===== src/rtl/vmx_pkg.sv =====
// Shared constants and helpers for the vector-matrix engine processing elements.
// Mode encodings, lane geometry and load-token field accessors live here.
package vmx_pkg;

  localparam logic [1:0] MODE_X1 = 2'd0;
  localparam logic [1:0] MODE_X2 = 2'd1;
  localparam logic [1:0] MODE_X4 = 2'd2;

  localparam int LANES_X1 = 1;
  localparam int LANES_X2 = 2;
  localparam int LANES_X4 = 4;

  // Token helpers work on a zero-extended copy so one function serves any LC_W.
  localparam int TOK_MAX_W = 32;

  function automatic int lane_w(input int total_w, input int lanes);
    return total_w / lanes;
  endfunction

  function automatic logic tok_armed(input logic [TOK_MAX_W-1:0] tok, input int lc_w);
    return tok[lc_w-1];
  endfunction

  function automatic logic [TOK_MAX_W-1:0] tok_cnt_mask(input int lc_w);
    return (TOK_MAX_W'(1) << (lc_w - 1)) - TOK_MAX_W'(1);
  endfunction

endpackage


===== src/rtl/vmx_sat_mac.sv =====
// Combinational signed multiply-accumulate for one lane: res = a*b + acc,
// either clamped to the ACC_W signed range or wrapped, with an out-of-range flag.
module vmx_sat_mac #(
  parameter int IN_W   = 16,
  parameter int ACC_W  = 32,
  parameter int SAT_EN = 1
) (
  input  logic signed [IN_W-1:0]  a,
  input  logic signed [IN_W-1:0]  b,
  input  logic signed [ACC_W-1:0] acc,
  output logic        [ACC_W-1:0] res,
  output logic                    ovf
);

  // One guard bit above the wider of product and accumulator keeps the sum exact.
  localparam int EXT_W = ((2 * IN_W > ACC_W) ? 2 * IN_W : ACC_W) + 1;

  localparam logic signed [EXT_W-1:0] MAX_V = {{(EXT_W-ACC_W+1){1'b0}}, {(ACC_W-1){1'b1}}};
  localparam logic signed [EXT_W-1:0] MIN_V = {{(EXT_W-ACC_W+1){1'b1}}, {(ACC_W-1){1'b0}}};

  logic signed [EXT_W-1:0] a_x;
  logic signed [EXT_W-1:0] b_x;
  logic signed [EXT_W-1:0] acc_x;
  logic signed [EXT_W-1:0] full;
  logic                    too_big;
  logic                    too_small;

  assign a_x       = EXT_W'(a);
  assign b_x       = EXT_W'(b);
  assign acc_x     = EXT_W'(acc);
  assign full      = a_x * b_x + acc_x;
  assign too_big   = full > MAX_V;
  assign too_small = full < MIN_V;
  assign ovf       = too_big | too_small;

  always_comb begin
    res = full[ACC_W-1:0];
    if (SAT_EN != 0) begin
      if (too_big)        res = MAX_V[ACC_W-1:0];
      else if (too_small) res = MIN_V[ACC_W-1:0];
    end
  end

endmodule


===== src/rtl/vmx_pe_simd.sv =====
// Systolic PE: per-lane data*weight + sum_in with 1/2/4-lane split chosen per cycle,
// double-buffered weight loaded by a hop-counting token, sticky overflow flag.
module vmx_pe_simd
  import vmx_pkg::*;
#(
  parameter int DATA_W = 16,
  parameter int SUM_W  = 2 * DATA_W,
  parameter int LC_W   = 8,
  parameter int SAT_EN = 1
) (
  input  logic              clk,
  input  logic              rst,
  input  logic              en,
  input  logic [1:0]        mode,
  input  logic              in_valid,
  input  logic [LC_W-1:0]   load_ctrl,
  input  logic              swap,
  input  logic              clr_ovf,
  input  logic [DATA_W-1:0] data,
  input  logic [SUM_W-1:0]  sum_in,
  output logic [1:0]        mode_pass,
  output logic              valid_pass,
  output logic [LC_W-1:0]   load_ctrl_pass,
  output logic              swap_pass,
  output logic [DATA_W-1:0] data_pass,
  output logic [SUM_W-1:0]  sum_out,
  output logic              ovf
);

  localparam int LW2 = lane_w(DATA_W, LANES_X2);
  localparam int LW4 = lane_w(DATA_W, LANES_X4);
  localparam int SW2 = lane_w(SUM_W, LANES_X2);
  localparam int SW4 = lane_w(SUM_W, LANES_X4);

  logic [DATA_W-1:0] shadow_w;
  logic [DATA_W-1:0] active_w;

  logic [SUM_W-1:0]  res_x1;
  logic [SUM_W-1:0]  res_x2;
  logic [SUM_W-1:0]  res_x4;
  logic              ovf_x1;
  logic [1:0]        ovf_x2;
  logic [3:0]        ovf_x4;
  logic [SUM_W-1:0]  mac_res;
  logic              mac_ovf;

  vmx_sat_mac #(.IN_W(DATA_W), .ACC_W(SUM_W), .SAT_EN(SAT_EN)) u_mac_x1 (
    .a(data), .b(active_w), .acc(sum_in), .res(res_x1), .ovf(ovf_x1)
  );

  for (genvar g = 0; g < LANES_X2; g++) begin : g_x2
    vmx_sat_mac #(.IN_W(LW2), .ACC_W(SW2), .SAT_EN(SAT_EN)) u_mac (
      .a(data[g*LW2 +: LW2]), .b(active_w[g*LW2 +: LW2]), .acc(sum_in[g*SW2 +: SW2]),
      .res(res_x2[g*SW2 +: SW2]), .ovf(ovf_x2[g])
    );
  end

  for (genvar g = 0; g < LANES_X4; g++) begin : g_x4
    vmx_sat_mac #(.IN_W(LW4), .ACC_W(SW4), .SAT_EN(SAT_EN)) u_mac (
      .a(data[g*LW4 +: LW4]), .b(active_w[g*LW4 +: LW4]), .acc(sum_in[g*SW4 +: SW4]),
      .res(res_x4[g*SW4 +: SW4]), .ovf(ovf_x4[g])
    );
  end

  // Mode 3 is not a distinct split; it behaves as the single full-width lane.
  always_comb begin
    mac_res = res_x1;
    mac_ovf = ovf_x1;
    case (mode)
      MODE_X2: begin
        mac_res = res_x2;
        mac_ovf = |ovf_x2;
      end
      MODE_X4: begin
        mac_res = res_x4;
        mac_ovf = |ovf_x4;
      end
      default: ;
    endcase
  end

  // Armed token with zero hops captures here and leaves disarmed, so it never re-arms downstream.
  logic            tok_is_armed;
  logic            tok_cnt_zero;
  logic            capture;
  logic [LC_W-1:0] lc_next;

  assign tok_is_armed = tok_armed(TOK_MAX_W'(load_ctrl), LC_W);
  assign tok_cnt_zero = (TOK_MAX_W'(load_ctrl) & tok_cnt_mask(LC_W)) == '0;
  assign capture      = tok_is_armed & tok_cnt_zero;

  always_comb begin
    lc_next = load_ctrl;
    if (capture)           lc_next = {1'b0, {(LC_W-1){1'b1}}};
    else if (tok_is_armed) lc_next = load_ctrl - LC_W'(1);
  end

  // in_valid qualifies data/sum_in in the same cycle; there is no backpressure, en stalls everything.
  always_ff @(posedge clk) begin
    if (rst) begin
      shadow_w       <= '0;
      active_w       <= '0;
      mode_pass      <= '0;
      valid_pass     <= 1'b0;
      load_ctrl_pass <= '0;
      swap_pass      <= 1'b0;
      data_pass      <= '0;
      sum_out        <= '0;
      ovf            <= 1'b0;
    end else if (en) begin
      if (capture) shadow_w <= data;
      if (swap)    active_w <= shadow_w;
      mode_pass      <= mode;
      valid_pass     <= in_valid;
      load_ctrl_pass <= lc_next;
      swap_pass      <= swap;
      data_pass      <= data;
      sum_out        <= in_valid ? mac_res : '0;
      if (in_valid && mac_ovf) ovf <= 1'b1;
      else if (clr_ovf)        ovf <= 1'b0;
    end
  end

endmodule


===== config.mk =====
export PLATFORM = sky130hd
export DESIGN_NAME = vmx_pe_simd
export DESIGN_NICKNAME = d
export VERILOG_FILES = /design/src/rtl/vmx_pkg.sv /design/src/rtl/vmx_sat_mac.sv /design/src/rtl/vmx_pe_simd.sv
export SDC_FILE = /design/constraint.sdc
export NUM_CORES = 2
export LEC_CHECK = 0
export ABC_CLOCK_PERIOD_IN_PS = 12200
export BUFFER_PORTS_ARGS = -buffer_cell sky130_fd_sc_hd__buf_4
export CORE_MARGIN = 10
export CORE_UTILIZATION = 32
export DETAILED_ROUTE_END_ITERATION = 10
export GPL_TIMING_DRIVEN = 0
export PLACE_DENSITY = 0.44
export SLEW_MARGIN = 40
export SYNTH_ARGS = -nofsm -noshare
export SYNTH_HDL_FRONTEND = slang
export SYNTH_SLANG_ARGS = --single-unit

===== constraint.sdc =====
create_clock -name clk -period 12.2 [get_ports clk]
set_input_delay 0.61 -clock clk [delete_from_list [all_inputs] [get_ports clk]]
set_output_delay 0.61 -clock clk [all_outputs]
set_load 0.005 [all_outputs]

**Yosys cells after proc, flatten, opt, wreduce, memory -nomap -nowiden**

Cells that the tools add are included.

- Register bits: 93
- Bits of input ports: 64

- $add $sub $neg: 8
- Multiply operators: 7
- $lt $le $gt $ge: 14
- Eq/ne operators: 2
- Mux-type cells: 21
- Bitwise operators: 8
- Reductions and logical operators: 8

Operators with widths:

| kind | number |
|---|---|
| $mux W32 | 3 |
| $mux W8 | 10 |
| $mux W16 | 4 |
| $pmux W32 S2 | 1 |
| $add A8 B8 Y9 | 4 |
| $gt A9 B8 Y1 const B | 4 |
| $lt A9 B8 Y1 const B | 4 |
| $add A16 B16 Y17 | 2 |
| $gt A17 B16 Y1 const B | 2 |
| $lt A17 B16 Y1 const B | 2 |
| $add A32 B32 Y33 | 1 |
| $gt A33 B32 Y1 const B | 1 |
| $lt A33 B32 Y1 const B | 1 |
| $logic_not A32 Y1 | 1 |
| $mul A16 B16 Y32 | 1 |
| $mul A4 B4 Y8 | 4 |
| $mul A8 B8 Y16 | 2 |
| $sub A8 B1 Y8 const B | 1 |
| $or A1 B1 Y1 | 7 |
| $reduce_and A2 Y1 | 3 |
| $reduce_or A4 Y1 | 1 |
| $eq A2 B1 Y1 const B | 1 |
| $eq A2 B2 Y1 const B | 1 |
| $mux W1 | 2 |
| 5 further kinds | 5 |

**Depth between registers and ports, before layout**

- Word-level depth: 9
- Mapped depth: 26
- Gate-level depth less buffers: 23

**Cells and area by module**

Synthesis repeated with hierarchy kept, for this count alone.

- Cells, all modules: 2835
- Area total of the unflattened synthesis: 26031.2 µm²

By module, submodules not included:

| module | times used | cells an instance | area an instance (µm²) | seq. area each (µm²) |
|---|---|---|---|---|
| vmx_sat_mac at u_mac_x1 | 1 | 1234 | 11409.7 | 0.0 |
| vmx_sat_mac at g_x2[0].u_mac ... | 2 | 352 | 3255.6 | 0.0 |
| vmx_sat_mac at g_x4[0].u_mac ... | 4 | 112 | 1016.0 | 0.0 |
| vmx_pe_simd | 1 | 449 | 4046.4 | 1861.8 |

**Worst setup path before layout**

Ideal clock, no wire load.

- Path kind: input port to flip-flop
- From: in data[15]
- To: reg sum_out[22]
- Setup time: 0.117 ns
- Arrival time: 7.052 ns
- Required time: 12.083 ns
- Slack: 5.031 ns
- Stages: 26
- Buffers on the path: 4
- Path through: clkbuf_1 clkbuf_1 nand2_1 inv_1 fa_1 inv_1 fa_1 inv_1 fa_1 fa_1 fa_1 inv_1 fa_1 inv_1 ha_1 clkbuf_1 a21oi_1 o21ai_1 a311oi_1 a21boi_0 a311oi_2 xnor2_1 a31o_2 buf_6 o21bai_1 a32o_1

- Cells in the longest elaborated chain, start to end: 7

RTL lines:

| element | line | source |
|---|---|---|
| start, declared | vmx_pe_simd.sv:19 | `input logic [DATA_W-1:0] data,` |
| $mul A16 B16 Y32 / $mul A8 B8 Y16 (equally long branches) | vmx_sat_mac.sv:31 | `assign full = a_x * b_x + acc_x;` |
| $add A32 B32 Y33 / $add A16 B16 Y17 (equally long branches) | vmx_sat_mac.sv:31 |  |
| $lt A33 B32 Y1 / $lt A17 B16 Y1 (equally long branches) | vmx_sat_mac.sv:33 | `assign too_small = full < MIN_V;` |
| $mux W32 / $mux W16 (equally long branches) | vmx_sat_mac.sv:40 | `else if (too_small) res = MIN_V[ACC_W-1:0];` |
| $mux W32 / $mux W16 (equally long branches) | vmx_sat_mac.sv:39 | `if (too_big) res = MAX_V[ACC_W-1:0];` |
| $pmux W32 S2 * | vmx_pe_simd.sv:69 | `case (mode)` |
| $mux W32 * | vmx_pe_simd.sv:118 | `sum_out <= in_valid ? mac_res : '0;` |
| end signal, assigned | vmx_pe_simd.sv:118 |  |
| end, declared | vmx_pe_simd.sv:26 | `output logic [SUM_W-1:0] sum_out,` |

Mark *: on every way between the ends. The rest lies on a longest branch, timed or not.
A chain may end at the register's enable or synchronous reset.

**Final worst setup path**

- From: reg active_w[2]
- To: reg sum_out[9]

- Cells in the longest elaborated chain, start to end: 7

RTL lines:

| element | line | source |
|---|---|---|
| start, declared | vmx_pe_simd.sv:36 | `logic [DATA_W-1:0] active_w;` |
| start signal, assigned | vmx_pe_simd.sv:112 | `if (swap) active_w <= shadow_w;` |
| $mul A16 B16 Y32 / $mul A8 B8 Y16 (equally long branches) | vmx_sat_mac.sv:31 |  |
| $add A32 B32 Y33 / $add A16 B16 Y17 (equally long branches) | vmx_sat_mac.sv:31 |  |
| $lt A33 B32 Y1 / $lt A17 B16 Y1 (equally long branches) | vmx_sat_mac.sv:33 |  |
| $mux W32 / $mux W16 (equally long branches) | vmx_sat_mac.sv:40 |  |
| $mux W32 / $mux W16 (equally long branches) | vmx_sat_mac.sv:39 |  |
| $pmux W32 S2 * | vmx_pe_simd.sv:69 |  |
| $mux W32 * | vmx_pe_simd.sv:118 |  |

Marked as above.

==> metrics.md <==
| Metric | Value |
|---|---|
| Outcome | finished, final reports clean |
| Critical path's largest stage delay | about 0.63 ns |
| First-pass GRT wire length | 119 mm |
| Post-synthesis xor/xnor area fraction | 3.96% |
| Capture endpoint of the worst hold path | active_w[14] |
| Reg-to-Reg Start | active_w[2] |
| Hold Crit Start | shadow_w[14] |
| Worst vdd ir | around 54 uV |
| Hold crit path type | flop to flop |
| Number of synthesized flops with an enable pin | 0 |
| Hold Buf Count CTS | 0 |
| Latest clock arrival within the worst-skew pair | 0.37 ns |
| Worst-case register-to-register setup slack | 3.25 ns |
| Nets | 3483 |
| Post CTS Setup Buffer Count | 0 |
| Setup clock skew after layout | between 0.01 and 0.015 ns |
| Core box area | 72700 um^2 |
| Starting density of the core | between 30% and 40% |
| Die footprint | ~84000 um^2 |
| Horizontal die dimension | 291 um |
| Post-route non-filler standard cell count | 3655 |
| Dominant combinational cell family by area after synthesis | adder cells |
| Maximum clock frequency | 0.112 GHz |
| Post-detailed-route count of antenna-violating nets | 0 |
| Top flip-flop cell by instance count after synthesis | sky130_fd_sc_hd__dfxtp_1 |
| Number of top-level design ports | approximately 130 |
| Aggregate global routing overflow | 0 |
| Shortest period the worst path allows | ~9.0 ns |
| Hold violation count in the final report | 0 |
| Critical path type | flop to flop |
| Starting DRC count in detailed routing | 977 |
| Total GRT Usage | 18.7% |
| Synth cell types | 62 |
| Number of global-route vias before repair | 19500 |
| Post-cts repair resize count | 0 |
| Cts bufs inserted | 9 |
| Mapped Avg Cell Area | between 9 and 10 um^2 |
| Number of detailed-routing iterations run before antenna repair | 7 |
| Wire length per cell | about 22 um |
| Most common cell after layout, fill and taps aside | sky130_fd_sc_hd__inv_1 |
| Leak | 13.2 nW |
| Antenna violations before repair | 10 |
| Post-synthesis net count | 3364 |
| Unrepaired setup endpoints after global routing | no |
| Placement-stage cell area | 25500 um^2 |
| Critical path launch point type | flop |
| Slew @ Worst Pin | 0.926 ns |
| H-tree levels | 3 |
| Max capacitance violation total | 0 |
| Filler cells | ~7600 |
| Power after layout | 944 uW |
| Async set or reset register ratio after synthesis | 0% |
| Arrival time reported for the critical path endpoint | 9.27 ns |
| Number of rows created at floorplan | 99 |
| Design area | 25900 um^2 |
| Number of sinks driven by the clock tree | 93 |
| Aggregate routed wire length | 78.7 mm |
| Portion of the clock cycle consumed by the worst path in the final layout | roughly three quarters |
| Via-to-Cell Ratio | 4.82 |
| Number of storage elements in the synthesis netlist | 93 |
| Port buffer count | approximately 110 |
| Gate Count Post-Synth | 2569 |
| Synth Area in Adders | 54.9% |
| Final count of pins violating max slew | 0 |
| Sequential share of the synthesized area | 7.95% |
| Layout overhead on the synthesized area | 10.4% |
| Number of DRC violations after detailed routing | 0 |
| Depth of the most critical reg-to-reg path | 25 |
| Final-layout setup total negative slack | 0 ns |
| Clock Path Buffers | 2 |
| Placer's final routability congestion estimate | 0.893 |
| Number of placed instances with taps included | 3636 |
| Critical path fanouts, max | 10 |
| Power density cells | 36.5 nW/um^2 |
| # setup viols final | 0 |
| Clock tree from TritonCTS | done |
| Clock root cell | sky130_fd_sc_hd__clkbuf_16 |
| Cell area after synthesis | 23400 um^2 |
| Pin count of the biggest net entering global routing | 18 |
| Destination of the worst register-to-register timing path | sum_out[9] |
| Share of layout cells above drive strength 1 | 6.24% |
| Vias after detailed routing | ~18000 |
| Worst setup timing slack at the placement stage | 3.05 ns |
| Worst slew slack as a fraction of its limit | 37.5% |
| Worst setup slack after layout | 3.25 ns |
| Floorplan die height | 291 um |
| Dpl hpwl | just under 70 mm |
| Simple-gate area share of the yosys netlist | 10.4% |
| Number of synthesis warnings | 0 |
| Compound-Gate Fraction of Synth Area | about a tenth |
| CP required | 12.51 ns |
| Hold Crit Depth | 2 |
| Clock slew seen by the registers of the worst setup and hold paths | 0.08 ns |
| Commonest non-fill, non-tap cells in the layout | sky130_fd_sc_hd__inv_1, sky130_fd_sc_hd__fa_1, sky130_fd_sc_hd__nand2_1, sky130_fd_sc_hd__ha_1, sky130_fd_sc_hd__and2_1 |
| Multiplexer fraction of the synthesized cell area | 0.860% |
| Crit-path slowest cell | sky130_fd_sc_hd__clkbuf_1 |
| Capturing element type of the critical path | flop |
## state kept, by name, summed over array words and instances (netlist names)
| register | count |
|---|---|
| sum_out | 32 |
| active_w | 16 |
| data_pass | 16 |
| shadow_w | 16 |
| load_ctrl_pass | 8 |
| mode_pass | 2 |
| ovf | 1 |
| swap_pass | 1 |
| valid_pass | 1 |
## cells by family after synthesis
group | after synthesis
xor+xnor | 106
fa+ha+maj | 737
buf+inv | 728
flops | 93
mux | 20
simple gates | 525
compound gates | 360
## how the worst max path moves through the flow
stage | start | to | slack, ns
after CTS | active_w[2] | sum_out[9] | 3.15
after global routing | active_w[2] | sum_out[12] | 2.89
after floorplan | data[15] | sum_out[22] | 5.03
after detailed placement | data[15] | sum_out[9] | 3.05
final | active_w[2] | sum_out[9] | 3.25
after global placement | data[15] | sum_out[9] | 2.39
## critical path: cells and delay by family, from the launching register on
| family | cells | cell delay (ns) |
|---|---|---|
| adders and majority gates | 7 | 3.46 |
| buffers and inverters | 8 | 2.43 |
| AOI/OAI and AO/OA | 8 | 2.20 |
| DFF | 1 | 0.31 |
| xor gates and xnor gates | 1 | 0.24 |
| and+or+nand+nor | 1 | 0.21 |
## cells in the mapped netlist, drive strengths merged (3+ instances only)
| cell type | instances | share of area [%] |
|---|---|---|
| a211o | 3 | 0.11 |
| a211oi | 18 | 0.58 |
| a21boi | 6 | 0.19 |
| a21o | 38 | 1.2 |
| a21oi | 109 | 2.3 |
| a221oi | 4 | 0.18 |
| a31oi | 4 | 0.11 |
| a32o | 25 | 1.1 |
| a32oi | 3 | 0.11 |
| a41oi | 3 | 0.11 |
| and2 | 120 | 3.2 |
| and3 | 7 | 0.19 |
| buf | 8 | 0.23 |
| clkbuf | 81 | 1.3 |
| dfxtp | 93 | 7.9 |
| fa | 486 | 42 |
| ha | 245 | 13 |
| inv | 639 | 10 |
| maj3 | 6 | 0.26 |
| mux2i | 19 | 0.81 |
| nand2 | 245 | 3.9 |
| nand2b | 21 | 0.56 |
| nand3 | 5 | 0.11 |
| nand3b | 5 | 0.16 |
| nand4 | 5 | 0.13 |
| nor2 | 86 | 1.4 |
| nor2b | 10 | 0.27 |
| nor3 | 13 | 0.28 |
| o2111ai | 3 | 0.11 |
| o211ai | 15 | 0.48 |
| o21a | 10 | 0.32 |
| o21ai | 71 | 1.5 |
| o21bai | 12 | 0.38 |
| o221ai | 6 | 0.22 |
| o22ai | 4 | 0.11 |
| o31ai | 8 | 0.26 |
| o41ai | 3 | 0.11 |
| or3 | 3 | 0.080 |
| xnor2 | 80 | 3.0 |
| xor2 | 26 | 0.97 |
## layer usage
layer	part of all wire (%)	vias to the layer above	wire length, um	track usage [%]
li1	-	8127	-	-
met1	44	8974	34300	24.2
met2	49	419	38600	32.1
met3	4.2	102	3330	2.11
met4	3.2	2	2520	5.67
met5	0.017	-	13	0
## metrics by stage
step	utilization [%]	hold slack, ns
6_report	35.6	0.454
4_1_cts	35.5	0.450
2_1_floorplan	-	0.432
5_1_grt	35.5	0.462
3_5_place_dp	35.1	0.446
3_3_place_gp	35.0	0.440
## power breakdown
group	leakage, nW	internal (mW)	switching, mW
Clock	0.156	0.168	0.141
Combinational	12.3	0.113	0.195
Sequential	0.758	0.315	0.0108
## final cells by class
cell class	count	area, um^2	area share, %
antenna	3	7.51	0.0290
buffer	89	383	1.48
clock buffer	10	239	0.924
clock inverter	6	72.6	0.281
inverter	639	2400	9.28
multi-input combinational	1748	18900	73.0
sequential	93	1860	7.20
tap	959	1200	4.64
timing repair buffer	108	811	3.14
No activity file was read; power rests on OpenSTA's default activity.
